File: src/rtl/pll_reconfig_ctrl_if.sv
// Divider-change request channel into pll_reconfig_ctrl.
// master: cfg_req + cfg_ratio* out, cfg_ack/cfg_err in; slave: reverse.
interface pll_reconfig_ctrl_if;
    logic       cfg_req;
    logic [9:0] cfg_ratioi;
    logic [9:0] cfg_ratiof;
    logic [9:0] cfg_ratio0;
    logic [9:0] cfg_ratio1;
    logic       cfg_ack;
    logic       cfg_err;

    modport master (
        output cfg_req, cfg_ratioi, cfg_ratiof, cfg_ratio0, cfg_ratio1,
        input  cfg_ack, cfg_err
    );
    modport slave (
        input  cfg_req, cfg_ratioi, cfg_ratiof, cfg_ratio0, cfg_ratio1,
        output cfg_ack, cfg_err
    );
endinterface

File: src/rtl/pll_reconfig_ctrl.sv
// PLL reset/lock sequencer with runtime divider reconfiguration.
// Ports: sys_clk/sys_rst_n, raw pll_lock, cfg slave, PLL controls, status.
module pll_reconfig_ctrl #(
    parameter int unsigned DEF_RATIOI   = 9,
    parameter int unsigned DEF_RATIOF   = 212,
    parameter int unsigned DEF_RATIO0   = 23,
    parameter int unsigned DEF_RATIO1   = 118,
    parameter int unsigned RST_CYCLES   = 64,
    parameter int unsigned LOCK_STABLE  = 1024,
    parameter int unsigned LOCK_TIMEOUT = 500000,
    parameter int unsigned MAX_RETRY    = 3
) (
    input  logic                sys_clk,
    input  logic                sys_rst_n,
    input  logic                pll_lock,
    pll_reconfig_ctrl_if.slave  cfg,
    output logic                pll_rst,
    output logic [9:0]          pll_ratioi,
    output logic [9:0]          pll_ratiof,
    output logic [9:0]          pll_ratio0,
    output logic [9:0]          pll_ratio1,
    output logic [9:0]          pll_duty0,
    output logic [9:0]          pll_duty1,
    output logic                clk_rdy,
    output logic                pll_fail,
    output logic [7:0]          lock_loss_cnt
);
    localparam int CW = $clog2(LOCK_TIMEOUT + RST_CYCLES + 1);
    localparam int SW = $clog2(LOCK_STABLE + 1);
    localparam int RW = $clog2(MAX_RETRY + 1);

    localparam logic [9:0]    DI       = 10'(DEF_RATIOI);
    localparam logic [9:0]    DF       = 10'(DEF_RATIOF);
    localparam logic [9:0]    D0       = 10'(DEF_RATIO0);
    localparam logic [9:0]    D1       = 10'(DEF_RATIO1);
    localparam logic [CW-1:0] RST_LAST = CW'(RST_CYCLES - 1);
    localparam logic [CW-1:0] TO_LAST  = CW'(LOCK_TIMEOUT - 1);
    localparam logic [SW-1:0] STB      = SW'(LOCK_STABLE);
    localparam logic [RW-1:0] RMAX     = RW'(MAX_RETRY);

    typedef enum logic [1:0] {
        RST_ASSERT, WAIT_LOCK, READY, FAIL
    } state_t;

    state_t        state, state_d;
    logic [CW-1:0] cnt, cnt_d;
    logic [SW-1:0] scnt, scnt_d;
    logic [RW-1:0] retry, retry_d;
    logic [1:0]    sync;
    logic          lock_s;
    logic          rdy_d, fail_d, ack_d, err_d;
    logic          loss_inc, load_pend, load_out;
    logic          sample, ratios_ok;
    logic [9:0]    pend_i, pend_f, pend_0, pend_1;

    always_ff @(posedge sys_clk or negedge sys_rst_n) begin
        if (!sys_rst_n) sync <= 2'b00;
        else            sync <= {sync[0], pll_lock};
    end
    assign lock_s = sync[1];

    assign ratios_ok = (|cfg.cfg_ratioi) && (|cfg.cfg_ratiof)
                    && (|cfg.cfg_ratio0) && (|cfg.cfg_ratio1);
    // Lock loss in READY outranks a same-cycle request.
    assign sample = (state == READY && lock_s) || (state == FAIL);

    always_comb begin
        state_d   = state;
        cnt_d     = cnt;
        scnt_d    = scnt;
        retry_d   = retry;
        rdy_d     = clk_rdy;
        fail_d    = pll_fail;
        ack_d     = 1'b0;
        err_d     = 1'b0;
        loss_inc  = 1'b0;
        load_pend = 1'b0;
        load_out  = 1'b0;
        unique case (state)
            RST_ASSERT: begin
                // Ratios move only while the PLL is held in reset.
                load_out = (cnt == '0);
                cnt_d    = cnt + 1'b1;
                if (cnt == RST_LAST) begin
                    state_d = WAIT_LOCK;
                    cnt_d   = '0;
                    scnt_d  = '0;
                end
            end
            WAIT_LOCK: begin
                cnt_d  = cnt + 1'b1;
                scnt_d = lock_s ? scnt + 1'b1 : '0;
                if (scnt == STB) begin
                    state_d = READY;
                    rdy_d   = 1'b1;
                    retry_d = '0;
                    cnt_d   = '0;
                    scnt_d  = '0;
                end else if (cnt == TO_LAST) begin
                    retry_d = retry + 1'b1;
                    cnt_d   = '0;
                    if (retry_d == RMAX) begin
                        state_d = FAIL;
                        fail_d  = 1'b1;
                    end else begin
                        state_d = RST_ASSERT;
                    end
                end
            end
            READY: begin
                if (!lock_s) begin
                    state_d  = RST_ASSERT;
                    rdy_d    = 1'b0;
                    loss_inc = 1'b1;
                    cnt_d    = '0;
                end
            end
            FAIL: begin
            end
            default: state_d = RST_ASSERT;
        endcase
        if (sample && cfg.cfg_req) begin
            if (!ratios_ok) begin
                err_d = 1'b1;
            end else begin
                ack_d     = 1'b1;
                load_pend = 1'b1;
                rdy_d     = 1'b0;
                fail_d    = 1'b0;
                retry_d   = '0;
                cnt_d     = '0;
                state_d   = RST_ASSERT;
            end
        end
    end

    always_ff @(posedge sys_clk or negedge sys_rst_n) begin
        if (!sys_rst_n) begin
            state         <= RST_ASSERT;
            cnt           <= '0;
            scnt          <= '0;
            retry         <= '0;
            pll_rst       <= 1'b1;
            clk_rdy       <= 1'b0;
            pll_fail      <= 1'b0;
            cfg.cfg_ack   <= 1'b0;
            cfg.cfg_err   <= 1'b0;
            lock_loss_cnt <= '0;
            pend_i        <= DI;
            pend_f        <= DF;
            pend_0        <= D0;
            pend_1        <= D1;
            pll_ratioi    <= DI;
            pll_ratiof    <= DF;
            pll_ratio0    <= D0;
            pll_ratio1    <= D1;
        end else begin
            state       <= state_d;
            cnt         <= cnt_d;
            scnt        <= scnt_d;
            retry       <= retry_d;
            pll_rst     <= (state_d == RST_ASSERT) || (state_d == FAIL);
            clk_rdy     <= rdy_d;
            pll_fail    <= fail_d;
            cfg.cfg_ack <= ack_d;
            cfg.cfg_err <= err_d;
            if (loss_inc && lock_loss_cnt != 8'hff)
                lock_loss_cnt <= lock_loss_cnt + 1'b1;
            if (load_pend) begin
                pend_i <= cfg.cfg_ratioi;
                pend_f <= cfg.cfg_ratiof;
                pend_0 <= cfg.cfg_ratio0;
                pend_1 <= cfg.cfg_ratio1;
            end
            if (load_out) begin
                pll_ratioi <= pend_i;
                pll_ratiof <= pend_f;
                pll_ratio0 <= pend_0;
                pll_ratio1 <= pend_1;
            end
        end
    end

    // 50% duty: high time equals the divider value in the PLL encoding.
    assign pll_duty0 = pll_ratio0;
    assign pll_duty1 = pll_ratio1;
endmodule

File: src/flat_wrapper.sv
// flat-port wrapper written by rule: the top's interface ports become plain ports
module pll_reconfig_ctrl_flat 
#(
    parameter int unsigned DEF_RATIOI   = 9,
    parameter int unsigned DEF_RATIOF   = 212,
    parameter int unsigned DEF_RATIO0   = 23,
    parameter int unsigned DEF_RATIO1   = 118,
    parameter int unsigned RST_CYCLES   = 64,
    parameter int unsigned LOCK_STABLE  = 1024,
    parameter int unsigned LOCK_TIMEOUT = 500000,
    parameter int unsigned MAX_RETRY    = 3
)
  (sys_clk, sys_rst_n, pll_lock, pll_rst, pll_ratioi, pll_ratiof, pll_ratio0, pll_ratio1, pll_duty0, pll_duty1, clk_rdy, pll_fail, lock_loss_cnt, cfg_cfg_req, cfg_cfg_ratioi, cfg_cfg_ratiof, cfg_cfg_ratio0, cfg_cfg_ratio1, cfg_cfg_ack, cfg_cfg_err);
  pll_reconfig_ctrl_if cfg_i ();
  input  logic sys_clk;
  input  logic sys_rst_n;
  input  logic pll_lock;
  output logic pll_rst;
  output logic [9:0] pll_ratioi;
  output logic [9:0] pll_ratiof;
  output logic [9:0] pll_ratio0;
  output logic [9:0] pll_ratio1;
  output logic [9:0] pll_duty0;
  output logic [9:0] pll_duty1;
  output logic clk_rdy;
  output logic pll_fail;
  output logic [7:0] lock_loss_cnt;
  input wire logic [$bits(cfg_i.cfg_req)-1:0] cfg_cfg_req;
  input wire logic [$bits(cfg_i.cfg_ratioi)-1:0] cfg_cfg_ratioi;
  input wire logic [$bits(cfg_i.cfg_ratiof)-1:0] cfg_cfg_ratiof;
  input wire logic [$bits(cfg_i.cfg_ratio0)-1:0] cfg_cfg_ratio0;
  input wire logic [$bits(cfg_i.cfg_ratio1)-1:0] cfg_cfg_ratio1;
  output wire logic [$bits(cfg_i.cfg_ack)-1:0] cfg_cfg_ack;
  output wire logic [$bits(cfg_i.cfg_err)-1:0] cfg_cfg_err;
  assign cfg_i.cfg_req = cfg_cfg_req;
  assign cfg_i.cfg_ratioi = cfg_cfg_ratioi;
  assign cfg_i.cfg_ratiof = cfg_cfg_ratiof;
  assign cfg_i.cfg_ratio0 = cfg_cfg_ratio0;
  assign cfg_i.cfg_ratio1 = cfg_cfg_ratio1;
  assign cfg_cfg_ack = cfg_i.cfg_ack;
  assign cfg_cfg_err = cfg_i.cfg_err;
  pll_reconfig_ctrl #(.DEF_RATIOI(DEF_RATIOI), .DEF_RATIOF(DEF_RATIOF), .DEF_RATIO0(DEF_RATIO0), .DEF_RATIO1(DEF_RATIO1), .RST_CYCLES(RST_CYCLES), .LOCK_STABLE(LOCK_STABLE), .LOCK_TIMEOUT(LOCK_TIMEOUT), .MAX_RETRY(MAX_RETRY)) u_core (.sys_clk(sys_clk), .sys_rst_n(sys_rst_n), .pll_lock(pll_lock), .cfg(cfg_i), .pll_rst(pll_rst), .pll_ratioi(pll_ratioi), .pll_ratiof(pll_ratiof), .pll_ratio0(pll_ratio0), .pll_ratio1(pll_ratio1), .pll_duty0(pll_duty0), .pll_duty1(pll_duty1), .clk_rdy(clk_rdy), .pll_fail(pll_fail), .lock_loss_cnt(lock_loss_cnt));
endmodule
File: config.mk
export PLATFORM = sky130hd
export DESIGN_NAME = pll_reconfig_ctrl_flat
export DESIGN_NICKNAME = d
export VERILOG_FILES = /design/src/rtl/pll_reconfig_ctrl_if.sv /design/src/rtl/pll_reconfig_ctrl.sv /design/src/flat_wrapper.sv
export SDC_FILE = /design/constraint.sdc
export NUM_CORES = 1
export LEC_CHECK = 0
export ABC_AREA = 1
export CORE_MARGIN = 1.5
export CORE_UTILIZATION = 55
export CTS_CLUSTER_DIAMETER = 200
export DETAILED_ROUTE_END_ITERATION = 8
export GPL_TIMING_DRIVEN = 0
export PLACE_DENSITY_LB_ADDON = 0.2
export SLEW_MARGIN = 20
export SYNTH_ARGS = -nofsm -noshare
export SYNTH_HDL_FRONTEND = slang
export SYNTH_SLANG_ARGS = --single-unit
File: constraint.sdc
create_clock -name sys_clk -period 3.09 [get_ports sys_clk]
set_clock_uncertainty 0.2 [all_clocks]
set_input_delay 0.618 -clock sys_clk [delete_from_list [all_inputs] [get_ports sys_clk]]
set_output_delay 0.618 -clock sys_clk [all_outputs]
set_load 0.05 [all_outputs]
# [Word-level counts from Yosys, hierarchy flattened]
# Cells that the tools add are included.
[op_classes] add_sub_neg=4 eq_ne=10 mux=42 reduce_logical=17
[ops] op="19-bit two-way mux" count=6
[ops] op="19-bit one-hot mux with 3 select lines" count=1
[ops] op="10-bit OR reduction" count=4
[ops] op="11-bit two-way mux" count=3
[ops] op="2-bit two-way mux" count=12
[ops] op="11-bit one-hot mux with 2 select lines" count=1
[ops] op="19-bit by 1-bit adder with 19-bit output, second input constant" count=1
[ops] op="19-bit == test, second input constant" count=1
[ops] op="19-bit by 6-bit == test with 1-bit output, second input constant" count=1
[ops] op="19-bit zero test" count=1
[ops] op="1-bit two-way mux" count=17
[ops] op="11-bit by 1-bit adder with 11-bit output, second input constant" count=1
[ops] op="11-bit == test, second input constant" count=1
[ops] op="8-bit by 1-bit adder with 8-bit output, second input constant" count=1
[ops] op="2-bit == test, second input constant" count=4
[ops] op="8-bit != test, second input constant" count=1
[ops] op="1-bit logical AND" count=6
[ops] op="2-bit one-hot mux with 3 select lines" count=1
[ops] op="2-bit zero test" count=2
[ops] op="2-bit by 1-bit adder with 2-bit output, second input constant" count=1
[ops] op="2-bit by 1-bit == test with 1-bit output, second input constant" count=1
[ops] op="1-bit logical OR" count=2
[ops] op="2-bit by 1-bit != test with 1-bit output, second input constant" count=1
[ops] op="1-bit one-hot mux with 2 select lines" count=1
[ops] op="2 further kinds" count=2
[totals] register_bits=129 inputBits=44 word_cells=92

# [Logic depth before layout (Yosys ltp)]
[depth] depth_word=10 depth_mapped=14 mapped_depth_nobuf=14

# [Worst setup path before layout]
# No wires, ideal clock.
[synth_timing] kind="register -> register" startpoint="register u_core.lock_loss_cnt[0]" endpoint="register u_core.lock_loss_cnt[1]" setup_ns=0.125 t_arrival_ns=1.785 t_required_ns=2.765 path_slack_ns=0.981 stages_incl_launch_ff=7 period_less_slack_ns=2.109 cell_sequence="dfrtp_1 ha_1 nand2_1 nor3_1 nand3_1 nand2_1 mux2_2"
[synth_via] elab_chain_len=2 word_cells_on_any_way=3 cone_classes="add/sub (1); eq/ne (1); reduce/logical (1)"
[synth_rtl] element="start: declaration" line_no="pll_reconfig_ctrl.sv:26" text="output logic [7:0] lock_loss_cnt"
[synth_rtl] element="start signal: assignment" line_no="pll_reconfig_ctrl.sv:168" text="lock_loss_cnt <= lock_loss_cnt + 1'b1;"
[synth_rtl] element="parallel branches: the longest is 2 deep, another holds 8-bit by 1-bit adder with 8-bit output"
# Several ways; the timed one is not identified.
# A chain may end at the register's enable or synchronous reset.

# [Worst setup path in the final report]
[layout_timing] startpoint="register u_core.pll_ratio1[6], in the netlist u_core.pll_duty1[6]" endpoint="output port pll_ratio1[6]"
[layout_lines] element="start: declaration" line_no="pll_reconfig_ctrl.sv:21" text="output logic [9:0] pll_ratio1,"
[layout_lines] element="start signal: assignment" line_no="pll_reconfig_ctrl.sv:179" text="pll_ratio1 <= pend_1;"
[layout_lines] element="end: declaration" line_no="flat_wrapper.sv:22" text="output logic [9:0] pll_ratio1;"
# No word-level cell between the ends.

==> metrics.csv <==
metric;value;unit
first_pass_iters;5;
placed_area;8260;sq um
num_rows;40;
portBuffers;116;
vias;5657;
synth_cells;769;
cts_inserted_buffers;17;
powerDensity;427;nW/um^2
n_antenna_cell;0;
dieArea;13100;sq um
drv_slew;0;
crit_path_start_kind;register;
pre_cts_slack;125;ps
rsz0062_at_grt;false;
avgSynthCellArea;8.91;sq um
synth_enable_flop_cells;0;
cp_slowest_stage_delay;790;ps
period_share;0.865;
clock_path_buffers;2;
ys_ff_latch;129;
crit_path_start;u_core.pll_duty1[6]$_DFFE_PN1P_;
r2r_start;u_core.state[0]$_DFF_PN0_;
hold_violations;0;
die_width;115;um
drv_cap;0;
nNetsFinal;960;
maxSlewHeadroom;0.632;
status;finished, final reports clean;
timing.fmax;374;MHz
grt_pass1_vias;5662;
arrival;1860;ps
drt_iter0_markers;366;
yosysSeqAreaShare;0.477;
clockRootBuffer;clkbuf_16;
htreeDepth;4;
antenna_found_initial;0;
async_flop_share;1.00;
areaGrowthSynthToFinish;29.1;%
worstMarginPinSlew;550;ps
peakVddDrop;393;uV
crit_chain;buf_4, clkdlybuf4s50_1;
hp-start;u_core.sync[0]$_DFF_PN0_;
route.detailed.drc;0;
post-route-min-period;2670;ps
fin_util;0.734;
place_congestion;0.850;
hpwl;11.6;mm
synth_area;6860;sq um
cp.required;2270;ps
die_y;115;um
synthFlopType;dfrtp_1;
yosysWarnings;0;
final_cell_mix;nand2_1 (188), clkdlybuf4s50_1 (115), dfrtp_1 (98), inv_1 (84), o21ai_2 (71);
routed_via_density;5.20;
cp_slowest_cell;clkdlybuf4s50_1;
hold_path_class;reg2reg;
drive_gt1_frac;0.245;
design_area;8850;sq um
synth_cell_types;44;
grt_max_degree;74;
synth_fp_nets;823;
critPathKind;reg2out;
clk_latency;420;ps
num_io_pins;117;
cts_repair_resize_count;0;
tritoncts;built;
cts_sinks;129;
setup_viol;0;
worst_slack;416;ps
end_kind;output pin;
fin_cells;1087;
p_leak;4.07;nW
core;12100;sq um
timing.critical_path.fanout_max;3;
grt_first_pass_wirelength;26.6;mm
wl;16.0;mm
cts_setup_buffers;0;
final_common_cell;nand2_1;
holdWs;146;ps
track_usage;0.258;
wl_per_cell;14.7;um
drtAntennaViolNets;0;
grt-ovfl-total;0;
start_util;0.568;
clk_pin_slew;50;ps
post-place-cells;1054;
==> final cells by class <==
cell class                 count  area (sq um)
sequential                   129          3270
fill                         898          3210
multi-input combinational    498          2810
timing repair buffer         118          1200
tap                          168           210
clock buffer                  23           478
clock inverter                 9           109
inverter                      93           349
buffer                        49           428
==> registers in the layout, indices dropped and copies added (netlist names) <==
register              flops
u_core.pll_duty0         10
u_core.pll_ratioi        10
u_core.pll_rst            1
u_core.pll_fail           1
u_core.scnt              11
u_core.pll_duty1         10
u_core.cnt               19
u_core.sync               2
u_core.cfg.cfg_err        1
u_core.clk_rdy            1
u_core.pend_1            10
u_core.pend_0            10
u_core.pend_f            10
u_core.state              2
u_core.lock_loss_cnt      8
u_core.retry              2
u_core.pend_i            10
u_core.cfg.cfg_ack        1
u_core.pll_ratiof        10
==> synthesized netlist by cell type (2+ instances only) <==
cell type	n	share of area
buf_2	3	0.0022
nand3_2	2	0.0029
dfrtp_1	98	0.36
o21ai_2	71	0.091
clkbuf_1	4	0.0022
nor4_1	3	0.0027
a21oi_2	9	0.011
nor3_2	3	0.0044
o21ai_0	24	0.018
buf_4	20	0.022
dfstp_2	31	0.12
nor2_1	55	0.030
nor3_1	18	0.013
nand3b_1	3	0.0033
xnor2_1	4	0.0051
o21ai_1	2	0.0015
inv_2	9	0.0049
nor2_2	2	0.0018
xor2_1	14	0.018
nand2_2	6	0.0055
a21oi_1	12	0.0088
ha_1	10	0.018
inv_1	84	0.046
nand2_1	188	0.10
nand3_1	33	0.024
nor2_4	6	0.0099
nand4_1	14	0.013
buf_6	22	0.036
or2_2	4	0.0036
==> kinds of logic (layout without fill, tap and decap cells) <==
kind of cell / after synthesis / count (layout) / share of synthesized area
flops: 129 / 129 / 0.477
compound gates: 124 / 124 / 0.138
simple gates: 345 / 345 / 0.229
fa+ha+maj: 10 / 10 / 0.0183
mux: 1 / 1 / 0.00164
xor+xnor: 18 / 18 / 0.0230
buf+inv: 142 / 292 / 0.113
==> metrics by stage <==
| stage | total power, W | TNS [ps] |
|---|---|---|
| 6_report | 0.00378 | 0 |
| 3_5_place_dp | 0.00183 | 0 |
| 2_1_floorplan | 0.00173 | 0 |
| 4_1_cts | 0.00381 | 0 |
| 5_1_grt | 0.00389 | 0 |
| 3_3_place_gp | 0.00183 | -428880 |
==> where the power goes <==
group          internal (W)  switching, W
sequential          0.00169   0.000000456
clock               0.00125      0.000728
combinational     0.0000556     0.0000563
total               0.00300      0.000785
==> metal layers <==
| metal | wire length (um) | GRT usage | share of wire | vias up |
|---|---|---|---|---|
| met5 | 0 | 0 | 0 | - |
| met4 | 251 | 0.0825 | 0.016 | 0 |
| met3 | 766 | 0.0561 | 0.048 | 31 |
| met2 | 8050 | 0.444 | 0.50 | 170 |
| met1 | 6900 | 0.325 | 0.43 | 2737 |
| li1 | - | - | - | 2719 |
==> path summary, 6_finish.rpt <==
check                                                      end  slack, ps  cells past startpoint
setup / recovery                                 pll_ratio1[6]        420                      2
min in group asynchronous  u_core.lock_loss_cnt[6]$_DFFE_PN0P_        540                      2
hold reg to reg                       u_core.sync[1]$_DFF_PN0_        150                      0
max in group asynchronous         u_core.pend_f[2]$_DFFE_PN1P_       1360                      3
hold / removal                        u_core.sync[1]$_DFF_PN0_        150                      0
setup reg to reg                  u_core.pend_f[9]$_DFFE_PN0P_        680                     12
==> worst max-delay path: cells and delay by family, from the launching register on <==
family                 cells  cell delay, ps
DFF                        1             550
buffers and inverters      2             890
==> what timing repair did <==
item	CTS	global route
endpoints found under the hold margin	45	0
hold buffers	1	0
setup endpoints to repair	0	0
No activity file was read; power rests on OpenSTA's default activity.
